### src/rtl/vga_pkg.sv
// vga_pkg: shared mode constants and the timing record carried through the output pipeline
package vga_pkg;
  localparam int XY_W = 16;
  localparam int VGA640_H_ACTIVE = 640;
  localparam int VGA640_H_FP     = 16;
  localparam int VGA640_H_SYNC   = 96;
  localparam int VGA640_H_BP     = 48;
  localparam int VGA640_V_ACTIVE = 480;
  localparam int VGA640_V_FP     = 10;
  localparam int VGA640_V_SYNC   = 2;
  localparam int VGA640_V_BP     = 33;
  localparam int SVGA800_H_ACTIVE = 800;
  localparam int SVGA800_H_FP     = 40;
  localparam int SVGA800_H_SYNC   = 128;
  localparam int SVGA800_H_BP     = 88;
  localparam int SVGA800_V_ACTIVE = 600;
  localparam int SVGA800_V_FP     = 1;
  localparam int SVGA800_V_SYNC   = 4;
  localparam int SVGA800_V_BP     = 23;
  typedef struct packed {
    logic            act;
    logic            hs;
    logic            vs;
    logic            ls;
    logic            fs;
    logic [XY_W-1:0] x;
    logic [XY_W-1:0] y;
  } vga_timing_t;
  function automatic int vga_total(input int act, input int fp, input int sync, input int bp);
    return act + fp + sync + bp;
  endfunction
endpackage

### src/rtl/vga_timing_gen_if.sv
// vga_timing_gen_if: raster timing bundle between the generator and video consumers
interface vga_timing_gen_if #(
  parameter int CNT_W = 11
);
  logic             pix_en;
  logic [CNT_W-1:0] hcount;
  logic [CNT_W-1:0] vcount;
  logic [CNT_W-1:0] x_pos;
  logic [CNT_W-1:0] y_pos;
  logic             active;
  logic             hsync;
  logic             vsync;
  logic             line_start;
  logic             frame_start;
  modport master (
    input  pix_en,
    output hcount, vcount, x_pos, y_pos, active, hsync, vsync, line_start, frame_start
  );
  modport slave (
    output pix_en,
    input  hcount, vcount, x_pos, y_pos, active, hsync, vsync, line_start, frame_start
  );
endinterface

### src/rtl/vga_delay_line.sv
// vga_delay_line: enabled shift register with asynchronous reset to a fixed value
module vga_delay_line #(
  parameter int           DEPTH     = 1,
  parameter int           W         = 1,
  parameter logic [W-1:0] RESET_VAL = '0
) (
  input  logic         clk,
  input  logic         rst_n,
  input  logic         en,
  input  logic [W-1:0] d,
  output logic [W-1:0] q
);
  logic [W-1:0] stage [DEPTH];
  // shift one stage per enabled clock; disabled clocks hold every stage
  always_ff @(posedge clk or negedge rst_n)
    if (!rst_n) begin
      for (int i = 0; i < DEPTH; i++) stage[i] <= RESET_VAL;
    end else if (en) begin
      stage[0] <= d;
      for (int i = 1; i < DEPTH; i++) stage[i] <= stage[i-1];
    end
  assign q = stage[DEPTH-1];
endmodule

### src/rtl/vga_timing_gen.sv
// vga_timing_gen: raster counters, sync/active decode and latency-aligned output pipeline
module vga_timing_gen
  import vga_pkg::*;
#(
  parameter int H_ACTIVE = 640,
  parameter int H_FP     = 16,
  parameter int H_SYNC   = 96,
  parameter int H_BP     = 48,
  parameter int V_ACTIVE = 480,
  parameter int V_FP     = 10,
  parameter int V_SYNC   = 2,
  parameter int V_BP     = 33,
  parameter bit H_POL    = 1'b1,
  parameter bit V_POL    = 1'b1,
  parameter int CNT_W    = 11,
  parameter int PIPE_DLY = 0
) (
  input logic              pix_clk,
  input logic              reset_n,
  vga_timing_gen_if.master vid
);
  localparam int H_TOTAL = vga_total(H_ACTIVE, H_FP, H_SYNC, H_BP);
  localparam int V_TOTAL = vga_total(V_ACTIVE, V_FP, V_SYNC, V_BP);
  // thresholds carry one spare bit so a boundary equal to 2**CNT_W still compares correctly
  localparam logic [CNT_W:0] H_LAST  = (CNT_W+1)'(H_TOTAL - 1);
  localparam logic [CNT_W:0] V_LAST  = (CNT_W+1)'(V_TOTAL - 1);
  localparam logic [CNT_W:0] H_ACT_E = (CNT_W+1)'(H_ACTIVE);
  localparam logic [CNT_W:0] V_ACT_E = (CNT_W+1)'(V_ACTIVE);
  localparam logic [CNT_W:0] HS_BEG  = (CNT_W+1)'(H_ACTIVE + H_FP);
  localparam logic [CNT_W:0] HS_END  = (CNT_W+1)'(H_ACTIVE + H_FP + H_SYNC);
  localparam logic [CNT_W:0] VS_BEG  = (CNT_W+1)'(V_ACTIVE + V_FP);
  localparam logic [CNT_W:0] VS_END  = (CNT_W+1)'(V_ACTIVE + V_FP + V_SYNC);
  localparam vga_timing_t RST_T = '{act: 1'b0, hs: ~H_POL, vs: ~V_POL, ls: 1'b0, fs: 1'b0,
                                    x: '0, y: '0};
  if (H_TOTAL > 2**CNT_W || V_TOTAL > 2**CNT_W || CNT_W > XY_W || PIPE_DLY < 0 || PIPE_DLY > 7)
  begin : g_bad_cfg
    $error("vga_timing_gen: illegal timing parameters");
  end
  logic [CNT_W-1:0] hcount, vcount;
  logic [CNT_W:0]   h, v;
  logic             h_wrap, v_wrap;
  vga_timing_t      cur, dly;
  logic             unused_xy_hi;
  assign h      = {1'b0, hcount};
  assign v      = {1'b0, vcount};
  assign h_wrap = h == H_LAST;
  assign v_wrap = v == V_LAST;
  // raster position: pixel counter wraps into the line counter, both frozen while pix_en is low
  always_ff @(posedge pix_clk or negedge reset_n)
    if (!reset_n) begin
      hcount <= '0;
      vcount <= '0;
    end else if (vid.pix_en) begin
      hcount <= h_wrap ? '0 : hcount + 1'b1;
      if (h_wrap) vcount <= v_wrap ? '0 : vcount + 1'b1;
    end
  // decode the raw position into the record that travels down the pipeline
  always_comb begin
    cur.act = h < H_ACT_E && v < V_ACT_E;
    cur.hs  = (h >= HS_BEG && h < HS_END) ? H_POL : ~H_POL;
    cur.vs  = (v >= VS_BEG && v < VS_END) ? V_POL : ~V_POL;
    cur.ls  = hcount == '0;
    cur.fs  = hcount == '0 && vcount == '0;
    cur.x   = XY_W'(hcount);
    cur.y   = XY_W'(vcount);
  end
  vga_delay_line #(
    .DEPTH    (PIPE_DLY + 1),
    .W        ($bits(vga_timing_t)),
    .RESET_VAL(RST_T)
  ) u_dly (
    .clk  (pix_clk),
    .rst_n(reset_n),
    .en   (vid.pix_en),
    .d    (cur),
    .q    (dly)
  );
  assign unused_xy_hi    = ^{dly.x, dly.y};
  assign vid.hcount      = hcount;
  assign vid.vcount      = vcount;
  assign vid.x_pos       = CNT_W'(dly.x);
  assign vid.y_pos       = CNT_W'(dly.y);
  assign vid.active      = dly.act;
  assign vid.hsync       = dly.hs;
  assign vid.vsync       = dly.vs;
  assign vid.line_start  = dly.ls;
  assign vid.frame_start = dly.fs;
endmodule
### src/flat_wrapper.sv
// flat-port wrapper written by rule: the top's interface ports become plain ports
module vga_timing_gen_flat import vga_pkg::*;
#(
  parameter int H_ACTIVE = 640,
  parameter int H_FP     = 16,
  parameter int H_SYNC   = 96,
  parameter int H_BP     = 48,
  parameter int V_ACTIVE = 480,
  parameter int V_FP     = 10,
  parameter int V_SYNC   = 2,
  parameter int V_BP     = 33,
  parameter bit H_POL    = 1'b1,
  parameter bit V_POL    = 1'b1,
  parameter int CNT_W    = 11,
  parameter int PIPE_DLY = 0
)
  (pix_clk, reset_n, vid_pix_en, vid_hcount, vid_vcount, vid_x_pos, vid_y_pos, vid_active, vid_hsync, vid_vsync, vid_line_start, vid_frame_start);
  vga_timing_gen_if #(.CNT_W(CNT_W)) vid_i ();
  input logic pix_clk;
  input logic reset_n;
  input wire logic [$bits(vid_i.pix_en)-1:0] vid_pix_en;
  output wire logic [$bits(vid_i.hcount)-1:0] vid_hcount;
  output wire logic [$bits(vid_i.vcount)-1:0] vid_vcount;
  output wire logic [$bits(vid_i.x_pos)-1:0] vid_x_pos;
  output wire logic [$bits(vid_i.y_pos)-1:0] vid_y_pos;
  output wire logic [$bits(vid_i.active)-1:0] vid_active;
  output wire logic [$bits(vid_i.hsync)-1:0] vid_hsync;
  output wire logic [$bits(vid_i.vsync)-1:0] vid_vsync;
  output wire logic [$bits(vid_i.line_start)-1:0] vid_line_start;
  output wire logic [$bits(vid_i.frame_start)-1:0] vid_frame_start;
  assign vid_i.pix_en = vid_pix_en;
  assign vid_hcount = vid_i.hcount;
  assign vid_vcount = vid_i.vcount;
  assign vid_x_pos = vid_i.x_pos;
  assign vid_y_pos = vid_i.y_pos;
  assign vid_active = vid_i.active;
  assign vid_hsync = vid_i.hsync;
  assign vid_vsync = vid_i.vsync;
  assign vid_line_start = vid_i.line_start;
  assign vid_frame_start = vid_i.frame_start;
  vga_timing_gen #(.H_ACTIVE(H_ACTIVE), .H_FP(H_FP), .H_SYNC(H_SYNC), .H_BP(H_BP), .V_ACTIVE(V_ACTIVE), .V_FP(V_FP), .V_SYNC(V_SYNC), .V_BP(V_BP), .H_POL(H_POL), .V_POL(V_POL), .CNT_W(CNT_W), .PIPE_DLY(PIPE_DLY)) u_core (.pix_clk(pix_clk), .reset_n(reset_n), .vid(vid_i));
endmodule
### config.mk
export PLATFORM = sky130hd
export DESIGN_NAME = vga_timing_gen_flat
export DESIGN_NICKNAME = d
export VERILOG_FILES = /design/src/rtl/vga_pkg.sv /design/src/rtl/vga_timing_gen_if.sv /design/src/rtl/vga_delay_line.sv /design/src/rtl/vga_timing_gen.sv /design/src/flat_wrapper.sv
export SDC_FILE = /design/constraint.sdc
export NUM_CORES = 1
export LEC_CHECK = 0
export ABC_AREA = 1
export CAP_MARGIN = 15
export CORE_MARGIN = 2
export CORE_UTILIZATION = 45
export CTS_CLUSTER_DIAMETER = 50
export DETAILED_ROUTE_END_ITERATION = 10
export PLACE_DENSITY = 0.67
export SLEW_MARGIN = 10
export SYNTH_ARGS = -nofsm -noshare
export SYNTH_HDL_FRONTEND = slang
export SYNTH_SLANG_ARGS = --single-unit
### constraint.sdc
create_clock -name pix_clk -period 3 [get_ports pix_clk]
set_input_delay 0.6 -clock pix_clk [delete_from_list [all_inputs] [get_ports pix_clk]]
set_output_delay 0.6 -clock pix_clk [all_outputs]
set_load 0.005 [all_outputs]
==> results of run 1 <==
power groups by stage:
stage / Combinational, mW / Clock [mW] / Sequential, mW
final: 0.320 / 0.370 / 0.796
after global routing: 0.361 / 0.419 / 0.806
after CTS: 0.326 / 0.381 / 0.798
after detailed placement: 0.325 / 0 / 0.811
after global placement: 0.318 / 0 / 0.810
after floorplan: 0.222 / 0 / 0.787
layout by cell type, fill, tap and decap left out, types with 5 or more instances in the layout:
cell	instances
nand2_1	89
clkdlybuf4s50_1	50
dfrtp_1	49
inv_1	28
nand3_1	26
nor2_1	24
o21ai_0	20
xor2_1	10
nand2_2	6
nor3_1	6
clkbuf_8	5
per-stage QoR:
step | instance area [um^2] | power (mW) | instances
finish | 3080 | 1.49 | 420
global route | 3080 | 1.59 | 420
CTS | 3080 | 1.50 | 420
detailed placement | 2990 | 1.14 | 412
global placement | 2990 | 1.13 | 412
floorplan | 2610 | 1.01 | 319
routing by layer:
metal	up-vias	global-route usage	part of all wire
met5	-	0	0
met4	0	0.0508	0.0084
met3	4	0.0281	0.040
met2	44	0.278	0.45
met1	955	0.271	0.51
li1	1037	-	-
area by class of cell:
type	instances	area [um^2]	share of cell area
Clock inverter	2	10.0	0.00325
Timing Repair Buffer	53	520	0.169
Multi-Input combinational cell	206	1040	0.337
Clock buffer	6	72.6	0.0236
Inverter	32	120	0.0390
Sequential cell	49	1230	0.399
Tap cell	72	90.1	0.0293
registers in the layout, indices dropped and copies added, names as in the netlist:
register	flops
u_core.vid.vcount	11
u_core.vid.hcount	11
u_core.u_dly.q	27
worst max-delay path: cells and delay by family:
kind | cells | cell delay (ns)
AO/OA/AOI/OAI | 1 | 0.07
AND/OR/NAND/NOR | 1 | 0.06
buffers and inverters | 3 | 1.51
worst paths after layout:
path / from / to / slack (ns) / depth (start not counted)
worst max-delay path: vid_pix_en / u_core.u_dly.q[17] / 0.92 / 5
worst min-delay path: reset_n / u_core.vid.hcount[10] / 0.27 / 1
worst max register to register: u_core.vid.hcount[0] / u_core.vid.vcount[5] / 1.46 / 5
worst min register to register: u_core.u_dly.q[7] / u_core.u_dly.q[7] / 0.49 / 2
max in group asynchronous: reset_n / u_core.u_dly.q[17] / 1.99 / 2
min in group pix_clk: u_core.u_dly.q[7] / u_core.u_dly.q[7] / 0.49 / 2
cell families (layout without fill, tap and decap cells):
family	count (synthesis)	after routing	synth area share
AOI/OAI and AO/OA	27	27	0.0551
xor gates and xnor gates	10	10	0.0335
buffers and inverters	64	93	0.134
DFF	49	49	0.469
adders and majority gates	4	4	0.0192
and+or+nand+nor	165	165	0.289
==> flow_metrics.env, run 1 <==
export IMPL_status="finished, final reports clean"
export IMPL_drv_cap=0
export IMPL_synth_edf_count=0
export IMPL_synth_flop_cell="dfrtp_1"
export IMPL_nFillCells=527
export IMPL_cp_arrival_ns=2.25
export IMPL_synth_common_cells="nand2_1 (89), dfrtp_1 (49), inv_1 (28)"
export IMPL_rsz0062_at_grt="no"
export IMPL_synth_nets=326
export IMPL_layout_drive_gt1_share=0.0862
export IMPL_fin_crit_ns=2.08
export IMPL_powerDensity_nw_per_um2=483
export IMPL_start_util=0.472
export IMPL_hold_viol_final=0
export IMPL_numCtsBuffers=5
export IMPL_drt_total_wl_um=5330
export IMPL_cts_tree="done"
export IMPL_area_growth_pct=17.8
export IMPL_ys_warn_count=0
export IMPL_ant_nets=0
export IMPL_setup_violations=0
export IMPL_yosysMostFrequentCell="nand2_1"
export IMPL_syn_area_per_cell_um2=8.19
export IMPL_die_x_um=80.2
export IMPL_fin_setup_tns_ns=0
export IMPL_peakVddDrop_mv=0.254
export IMPL_p_int_mw=1.05
export IMPL_netlist_top_cells_area="dfrtp_1 (47%), nand2_1 (13%), buf_4 (6.9%), nand3_1 (5.0%), inv_1 (4.0%)"
export IMPL_drc=0
export IMPL_die_area_um2=6430
export IMPL_slew_headroom=0.572
export IMPL_min_period_over_period=0.695
export IMPL_port_buffer_count=51
export IMPL_yosysSeqAreaShare=0.469
export IMPL_post_place_ws_ns=0.591
export IMPL_worstPathCellList="clkdlybuf4s50_1, inv_2, buf_4, nand2_1, o21ai_0"
export IMPL_cts_resized=0
export IMPL_synth_seq_cells=49
export IMPL_final_max_slew_violation_count=0
export IMPL_cts_setup_buffers=0
export IMPL_switching_power_mw=0.437
export IMPL_sw_frac_of_total=0.294
export IMPL_grt_pass1_wl_um=9270
export IMPL_tightest_slew_ns=0.640
export IMPL_drt_iter0_drc=111
export IMPL_grt_pass1_vias=1974
export IMPL_dieHeight_um=80.2
export IMPL_pwr_share_clk=0.249
export IMPL_crit_type="in2reg"
export IMPL_start_kind="input port"
export IMPL_finalWeightedCongestion=0.842
export IMPL_grt_max_degree=27
export IMPL_via_count=2040
export IMPL_grt_remaining_overflow=0
export IMPL_io_pins=52
export IMPL_yosysUniqueCellTypes=26
export IMPL_netlist_area_um2=2610
export IMPL_pwr_share_comb=0.216
export IMPL_synth_top_area_share=0.469
export IMPL_async_reset_ff_frac=1.00
export IMPL_viasPerCell=4.86
export IMPL_setup_ws_ns=0.916
export IMPL_hold_buffers=0
export IMPL_clk_latency_ns=0.29
export IMPL_cts_max_level=2
export IMPL_nNetsFinal=354
export IMPL_fin_util=0.555
export IMPL_cellLeakagePower_nw=1.46
export IMPL_yosys_area_top_type="dfrtp_1"
export IMPL_worstPathRequired_ns=3.17
export IMPL_cp_end_kind="flop"
export IMPL_cts_sinks=49
export IMPL_hpwl_um=3950
export IMPL_coreArea_um2=5540
export IMPL_seq_power_share=0.536
export IMPL_fin_hold_ws_ns=0.273
export IMPL_grtUsageTotal=0.183
export IMPL_diodes=0
export IMPL_clk_pin_slew_ns=0.09
export IMPL_hold_path_class="in2async"
export IMPL_floorplan_rows=27
export IMPL_clock_fmax_mhz=480
export IMPL_drt_first_pass_iters=4
export IMPL_antenna_found_initial=0
export IMPL_cts_root_buf="clkbuf_8"
export IMPL_syn_inst=319
export IMPL_crit_path_max_fanout=25
export IMPL_cp_slowest_cell="clkdlybuf4s50_1"
export IMPL_wl_per_cell_um=12.7
export IMPL_fin_worst_skew_ns=0.0104
export IMPL_cts_buffer_depth=2
export IMPL_slowest_delay_ns=0.88
No activity file was read; power rests on OpenSTA's default activity.
==> run 2, diff against run 1 <==
==> constraint.sdc (replaced) <==
create_clock -name pix_clk -period 2 [get_ports pix_clk]
set_input_delay 0.4 -clock pix_clk [delete_from_list [all_inputs] [get_ports pix_clk]]
set_output_delay 0.4 -clock pix_clk [all_outputs]
set_load 0.005 [all_outputs]
==> run 2 against run 1 <==
First-iteration DRC count is 33% higher; utilization is 0.56 points higher; critical path depth is 4 lower; clock power is 56% higher; global-route usage is 0.78 points higher; combinational power is 52% higher; via count is 1.1% higher; clock skew is 0.0012 ns lower; routed wire length is 5.2% higher; flip-flop and latch count stayed put; non-clock buffer count is 2 higher; die area stayed put; critical path type is now reg2out; largest cell class unchanged.
==> flow_metrics.env, run 2 (synthesis results as in run 1) <==
export IMPL_cts_resized=0
export IMPL_viasPerCell=4.89
export IMPL_finalWeightedCongestion=0.907
export IMPL_die_area_um2=6430
export IMPL_drv_cap=0
export IMPL_drt_first_pass_iters=4
export IMPL_slowest_delay_ns=0.56
export IMPL_start_kind="flop"
export IMPL_dieHeight_um=80.2
export IMPL_cts_root_buf="clkbuf_8"
export IMPL_tightest_slew_ns=0.618
export IMPL_cts_buffer_depth=2
export IMPL_peakVddDrop_mv=0.397
export IMPL_register_area_um2=1230
export IMPL_dp_cells=414
export IMPL_wl_per_cell_um=13.3
export IMPL_drt_iter0_drc=148
export IMPL_fin_crit_ns=1.80
export IMPL_fin_hold_ws_ns=0.186
export IMPL_final_max_slew_violation_count=0
export IMPL_coreArea_um2=5540
export IMPL_grtUsageTotal=0.191
export IMPL_cts_sinks=49
export IMPL_fin_util=0.561
export IMPL_largest_reg_flops=27
export IMPL_cp_top_family="buffers and inverters"
export IMPL_grt_remaining_overflow=0
export IMPL_final_cell_mix="nand2_1 (89), clkdlybuf4s50_1 (50), dfrtp_1 (49)"
export IMPL_met3_usage=0.0292
export IMPL_busiest_layer="met1"
export IMPL_clock_fmax_mhz=557
export IMPL_cp_slowest_cell="clkdlybuf4s50_1"
export IMPL_fin_setup_tns_ns=0
export IMPL_slew_headroom=0.588
export IMPL_crit_path_max_fanout=10
export IMPL_worstPathCellList="clkdlybuf4s50_1"
export IMPL_nNetsFinal=356
export IMPL_grtUsageMet1=0.289
export IMPL_drt_total_wl_um=5600
export IMPL_worstPathBufferInverterCount=1
export IMPL_cp_depth=1
export IMPL_hold_path_class="in2async"
export IMPL_hold_buffers=0
export IMPL_grt_pass1_vias=1993
export IMPL_via_count=2063
export IMPL_clk_pin_slew_ns=0.10
export IMPL_hpwl_um=4070
export IMPL_grt_max_degree=50
export IMPL_powerDensity_nw_per_um2=730
export IMPL_setup_violations=0
export IMPL_crit_type="reg2out"
export IMPL_start_util=0.472
export IMPL_port_buffer_count=51
export IMPL_diodes=0
export IMPL_numCtsBuffers=5
export IMPL_antenna_found_initial=0
export IMPL_hold_viol_final=0
export IMPL_drc=0
export IMPL_min_period_over_period=0.898
export IMPL_cp_arrival_ns=1.40
export IMPL_rsz0062_at_grt="no"
export IMPL_grt_pass1_wl_um=9580
export IMPL_die_x_um=80.2
export IMPL_fin_worst_skew_ns=0.00925
export IMPL_finalPower_mw=2.27
export IMPL_area_growth_pct=19.0
export IMPL_grtUsageMet2=0.278
export IMPL_io_pins=52
export IMPL_fin_cells=422
export IMPL_cts_tree="done"
export IMPL_nFillCells=522
export IMPL_clk_latency_ns=0.30
export IMPL_ant_nets=0
export IMPL_multi_input_area_um2=1040
export IMPL_cp_end_kind="output pin"
export IMPL_cellLeakagePower_nw=1.48
export IMPL_worstPathRequired_ns=1.60
export IMPL_floorplan_rows=27
export IMPL_cts_setup_buffers=0
export IMPL_mostFrequentLayoutCell="nand2_1"
export IMPL_cts_max_level=2
export IMPL_layout_drive_gt1_share=0.0943
export IMPL_r2r_cells=6
export IMPL_status="finished, final reports clean"
-- run 2: metrics by stage --
step                      cell area [um^2]  setup slack [ns]
after floorplan                       2610             0.688
after global placement                3020             0.139
after detailed placement              3020             0.117
after CTS                             3110             0.190
after global routing                  3110             0.113
final                                 3110             0.204
-- run 2: routing by layer --
layer	up-vias	wire length [um]
met3	5	243
li1	1039	-
met5	-	0
met1	959	2800
met4	0	80
met2	60	2480
-- run 2: cell type report --
class / count / share of cell area
clock buffer: 5 / 0.0221
clock inverter: 3 / 0.00564
sequential: 49 / 0.395
tap: 72 / 0.0290
timing repair buffer: 55 / 0.176
inverter: 32 / 0.0386
multi-input combinational: 206 / 0.334
-- run 2: report_power, final --
| part | switching (mW) | internal [mW] | leakage [nW] |
|---|---|---|---|
| clock network | 0.336 | 0.242 | 0.0439 |
| registers | 0.121 | 1.08 | 0.638 |
| logic | 0.233 | 0.255 | 0.794 |
-- run 2: final timing paths --
path	from	endpoint	slack (ns)
worst max-delay path	u_core.vid.vcount[2]	vid_vcount[2]	0.20
worst min-delay path	reset_n	u_core.u_dly.q[3]	0.19
worst max register to register	u_core.vid.hcount[0]	u_core.vid.vcount[5]	0.47
worst min register to register	u_core.u_dly.q[1]	u_core.u_dly.q[1]	0.49
max in group asynchronous	reset_n	u_core.u_dly.q[5]	1.39
min in group pix_clk	u_core.u_dly.q[1]	u_core.u_dly.q[1]	0.49
==> edit 1: new RTL, flow settings as in run 1 <==
`H_POL` is set to 1'b1 in 2 places; all go to 1'b0.
--- a/src/rtl/vga_timing_gen.sv
+++ b/src/rtl/vga_timing_gen.sv
@@ -10,7 +10,7 @@
   parameter int V_FP     = 10,
   parameter int V_SYNC   = 2,
   parameter int V_BP     = 33,
-  parameter bit H_POL    = 1'b1,
+  parameter bit H_POL    = 1'b0,
   parameter bit V_POL    = 1'b1,
   parameter int CNT_W    = 11,
   parameter int PIPE_DLY = 0
--- a/src/flat_wrapper.sv
+++ b/src/flat_wrapper.sv
@@ -9,7 +9,7 @@
   parameter int V_FP     = 10,
   parameter int V_SYNC   = 2,
   parameter int V_BP     = 33,
-  parameter bit H_POL    = 1'b1,
+  parameter bit H_POL    = 1'b0,
   parameter bit V_POL    = 1'b1,
   parameter int CNT_W    = 11,
   parameter int PIPE_DLY = 0
Behaviour: not the same (a bounded check fails within 4 cycles, from zero or initial values and one cycle with reset_n low).
==> edit 1 against run 1 <==
Synthesized area grew 0.72%; register-to-register slack improved by 0.06 ns; final area grew 2.1%; wire length is 7.8% higher; sequential cell count stayed put; sequential share of layout area down 0.77 points; global-route usage rose by 0.38 points; synthesized cell count grew 1.9%; total power increased by 31%; worst setup slack gained 0.050 ns.
==> edit 1: results (changes against run 1) <==
Worst setup path
  – Setup slack on the worst flop-to-flop path: 1.52 ns (+0.06 ns)
  – Number of cell instances on the worst register-to-register path: 7 (+2)
  – Launch instance of the worst register-to-register path: u_core.vid.vcount[1]
  – Max incr delay on CP: 0.57 ns (-0.31 ns)
  – WP data arrival: 1.43 ns (-0.82 ns)
  – Critical Path Fanout Max: 10 (-60%)

Global route
  – Via count of the first global-routing pass: 1952 (-1.1%)
  – Wire length of the first global-routing pass: 9400 um (+1.4%)

Finish
  – Ratio of cells with drive above 1 in the final layout: 7.89% (-0.73 points)
  – Total Nets Final: 361 (+2.0%)
  – Number of inserted filler cells in the final layout: 560 (+6.3%)

Placement
  – Gpl congestion: 0.861 (+2.3%)
  – Instance count after placement with tap cells included: 419 (+1.7%)
  – Total half-perimeter wirelength after legalization and detailed placement: 4150 um (+5.0%)

Logic synthesis
  – Synthesized area per cell: 8.10 sq um (-1.1%)
  – Leading post-synthesis cells by instance count: sky130_fd_sc_hd__nand2_1, sky130_fd_sc_hd__dfrtp_1, sky130_fd_sc_hd__inv_1, sky130_fd_sc_hd__nand3_1, sky130_fd_sc_hd__nor2_1
  – Sequential-to-total area share from yosys stat: 46.6% (-0.29 points)

Drt
  – Average wire length per cell after detail routing: 13.4 um (+6.0%)
  – Initial DRC Count: 172 (+55%)
  – Overall routed net length: 5740 um (+7.8%)
  – Ratio of routed vias to standard cells: 4.92 (+1.2%)

Power
  – Worst vdd rail ir drop: 0.000380 V (+50%)
  – Int Power: 1.31 mW (+25%)

Run status
  – Result of the run: finished clean

STA
  – Worst setup skew after layout: 0.00809 ns (-0.00234 ns)
  – Final worst hold slack: 0.285 ns (+0.0119 ns)
## edit 1: cell types whose count changed after synthesis, moves of 2 or more
cell	delta
sky130_fd_sc_hd__a21oi_1	+2
sky130_fd_sc_hd__inv_1	+2
sky130_fd_sc_hd__nand2_2	-3
sky130_fd_sc_hd__nand3_1	+4
sky130_fd_sc_hd__nor2_1	+4
sky130_fd_sc_hd__o21ai_0	-2
sky130_fd_sc_hd__o21ai_1	+2
sky130_fd_sc_hd__xor2_1	-2
## edit 1: worst max-delay path by stage
stage,start,endpoint,slack [ns],depth (start not counted)
global route,u_core.vid.vcount[2],vid_vcount[2],0.92,1
floorplan,vid_pix_en,u_core.vid.hcount[8],1.62,5
global placement,vid_pix_en,u_core.u_dly.q[32],1.04,7
detailed placement,vid_pix_en,u_core.vid.vcount[1],0.99,6
finish,u_core.vid.vcount[2],vid_vcount[2],0.97,1
CTS,u_core.vid.vcount[2],vid_vcount[2],0.95,1
## edit 1: cell families (layout without fill, tap and decap cells)
group | after synthesis | count (layout) | synth area share, %
compound gates | 29 | 29 | 5.85
buf+inv | 65 | 95 | 13.2
simple gates | 170 | 170 | 29.7
flops | 49 | 49 | 46.6
fa+ha+maj | 4 | 4 | 1.90
xor+xnor | 8 | 8 | 2.66
## edit 1: per-layer routing
metal	wire, um	global-route usage, %
met1	2880	26.6
met2	2570	29.9
met3	236	2.36
met4	48	5.08
met5	0	0
## edit 1: final cells by class
class | instances | area (sq um) | share of cell area (%)
clock buffer | 7 | 86.3 | 2.75
clock inverter | 1 | 30.0 | 0.956
inverter | 34 | 130 | 4.14
multi-input combinational | 211 | 1060 | 33.6
sequential | 49 | 1230 | 39.1
tap | 72 | 90.1 | 2.87
timing repair buffer | 53 | 520 | 16.6
## edit 1: power by group through the flow
stage / combinational [mW] / sequential (mW) / clock [mW]
floorplan: 0.355 / 0.877 / 0
global placement: 0.556 / 0.903 / 0
detailed placement: 0.564 / 0.902 / 0
CTS: 0.569 / 0.892 / 0.506
global route: 0.631 / 0.906 / 0.535
finish: 0.562 / 0.893 / 0.491
## edit 1: stage by stage
step / instance area (sq um) / utilization [%]
after floorplan: 2630 / -
after global placement: 3020 / 54.3
after detailed placement: 3020 / 54.3
after CTS: 3140 / 56.3
after global routing: 3140 / 56.3
final: 3140 / 56.3
==> edit 2: new RTL, settings of run 1 <==
Without the edit above. Register the output `vid.hsync`; this adds one clock of latency there.
--- a/src/rtl/vga_timing_gen.sv
+++ b/src/rtl/vga_timing_gen.sv
@@ -81,7 +81,9 @@
   assign vid.x_pos       = CNT_W'(dly.x);
   assign vid.y_pos       = CNT_W'(dly.y);
   assign vid.active      = dly.act;
-  assign vid.hsync       = dly.hs;
+  always_ff @(posedge pix_clk) begin
+    vid.hsync <= dly.hs;
+  end
   assign vid.vsync       = dly.vs;
   assign vid.line_start  = dly.ls;
   assign vid.frame_start = dly.fs;
Formal check against the unedited RTL: no difference found for any inputs over 10 cycles, from zero or initial values and one cycle with reset_n low; that may be too few to reach the edited logic, so the function may still have changed.
==> edit 2 against run 1 <==
Sequential power increased by 2%; final cell count increased by 0.95%; synthesized area increased by 7.1%; total power increased by 4.1%; wire length increased by 2.3%; synthesized cell count increased by 7.2%; sequential cell count increased by 1; worst setup slack improved by 0.031 ns; final area increased by 1.6%; critical endpoint is now u_core.vid.hcount[10]; largest power group unchanged.
==> edit 2: results (changes against run 1) <==
Worst setup path
  – Gate family responsible for the most delay along the worst path: buffers and inverters
  – Critical Path Fanout Max: 16 (-36%)
  – WP data arrival: 2.26 ns
  – Beginning of the critical path: vid_pix_en

STA
  – Number of hold-slack violations in the final timing report: 0 (unchanged)
  – Headroom to the max-slew limit: 55.9% (-1.2 points)
  – Worst setup skew after layout: 0.00441 ns (-0.00602 ns)

Finish
  – Number of inserted filler cells in the final layout: 598 (+13%)
  – Total Nets Final: 355 (+0.28%)
  – # diodes: 0 (unchanged)
  – Ratio of cells with drive above 1 in the final layout: 8.88% (+0.26 points)

Clock tree
  – CTS H-Tree Depth: 2 (unchanged)
  – Post-CTS Repair Setup Buffers: 0 (unchanged)

Logic synthesis
  – Area fraction in compound gates after synthesis: 5.14% (-0.36 points)
  – Synth Area in XOR/XNOR: 3.13% (-0.22 points)
  – Top area cells in the synthesized netlist: sky130_fd_sc_hd__dfrtp_1, sky130_fd_sc_hd__buf_4, sky130_fd_sc_hd__nand2_1, sky130_fd_sc_hd__nand3_1, sky130_fd_sc_hd__inv_1
  – Count of cell types in the netlist: 27 (+3.8%)
  – Post-Syn Nets: 349 (+7.1%)
  – Share of synthesized registers carrying an async set or reset: 98.0% (-2.0 points)
  – Sequential-to-total area share from yosys stat: 44.5% (-2.4 points)
  – Area share of fa/ha/maj cells after synthesis: 1.79% (-0.13 points)
  – Leading post-synthesis cells by instance count: sky130_fd_sc_hd__nand2_1, sky130_fd_sc_hd__dfrtp_1, sky130_fd_sc_hd__buf_4

Placement
  – IO Port Bufs: 51 (unchanged)
  – DP Area: 3010 sq um (+0.54%)
  – Total half-perimeter wirelength after legalization and detailed placement: 3980 um (+0.79%)
  – Gpl congestion: 0.848 (+0.75%)

Global route
  – Wire length of the first global-routing pass: 9340 um (+0.67%)
  – Met3 track demand over resource: 2.58% (-0.22 points)
  – Largest net degree at the start of global routing: 50 (+85%)
  – Global routing met2 resource utilization: 22.9% (-4.9 points)
  – GR Util met1: 25.7% (-1.4 points)
  – Overall track demand over capacity in global routing: 16.5% (-1.8 points)
  – Via count of the first global-routing pass: 1904 (-3.5%)

Min path
  – Hold Crit Class: primary input to async pin

Drt
  – Initial DRC Count: 136 (+23%)
  – Routed met1 length: 2840 um (+5.4%)
  – Via count: 2031 (-0.44%)
  – Met3 Routed Length: 237 um (+10%)
  – Average wire length per cell after detail routing: 12.9 um (+1.4%)
  – Routed length on met2: 2330 um (-1.7%)

Run status
  – Result of the run: finished clean

Power
  – Leakage power: 1.48 nW (+1.0%)
  – Switching share of power: 29.7% (+0.30 points)
  – Worst vdd rail ir drop: 0.000289 V (+14%)
==> edit 2: cell type report <==
cell class              instances  area (sq um)  area share, %
multi-input cells             206          1040           33.2
flip-flops and latches         50          1250           39.9
inverters                      32           120           3.84
repair buffers                 53           533           17.1
clock buffers                   6          82.6           2.64
well taps                      75          93.8           3.00
clock inverters                 2          12.5          0.400
==> edit 2: worst paths after layout <==
kind | to | slack [ns] | cells past startpoint
min | u_core.vid.hcount[8] | 0.23 | 1
max | u_core.vid.hcount[10] | 0.95 | 8
min reg2reg | u_core.vid.hsync | 0.38 | 0
min in group pix_clk | u_core.vid.hsync | 0.38 | 0
max in group asynchronous | u_core.vid.vcount[6] | 2.25 | 2
max reg2reg | u_core.vid.vcount[5] | 1.48 | 6
==> edit 2: worst reg2reg max path, stage by stage (launching register included) <==
cell                      delay, ns
sky130_fd_sc_hd__dfrtp_1       0.44
sky130_fd_sc_hd__ha_1          0.21
sky130_fd_sc_hd__nand2_2       0.09
sky130_fd_sc_hd__nor2_4        0.16
sky130_fd_sc_hd__nand4_4       0.27
sky130_fd_sc_hd__nand2_1       0.14
sky130_fd_sc_hd__o21ai_0       0.08
==> edit 2: through the flow <==
stage	utilization, %	instances	hold slack, ns	setup WS (ns)
2_1_floorplan	-	342	0.304	1.62
3_3_place_gp	50.5	415	0.368	0.683
3_5_place_dp	50.5	415	0.360	0.624
4_1_cts	52.1	423	0.381	0.949
5_1_grt	52.5	424	0.242	0.805
6_report	52.5	424	0.231	0.948
==> edit 2: power groups by stage <==
stage	logic, mW	clock network, mW	registers (mW)
floorplan	0.265	0	0.795
global placement	0.320	0	0.825
detailed placement	0.326	0	0.826
CTS	0.327	0.422	0.815
global route	0.363	0.450	0.826
finish	0.327	0.409	0.812
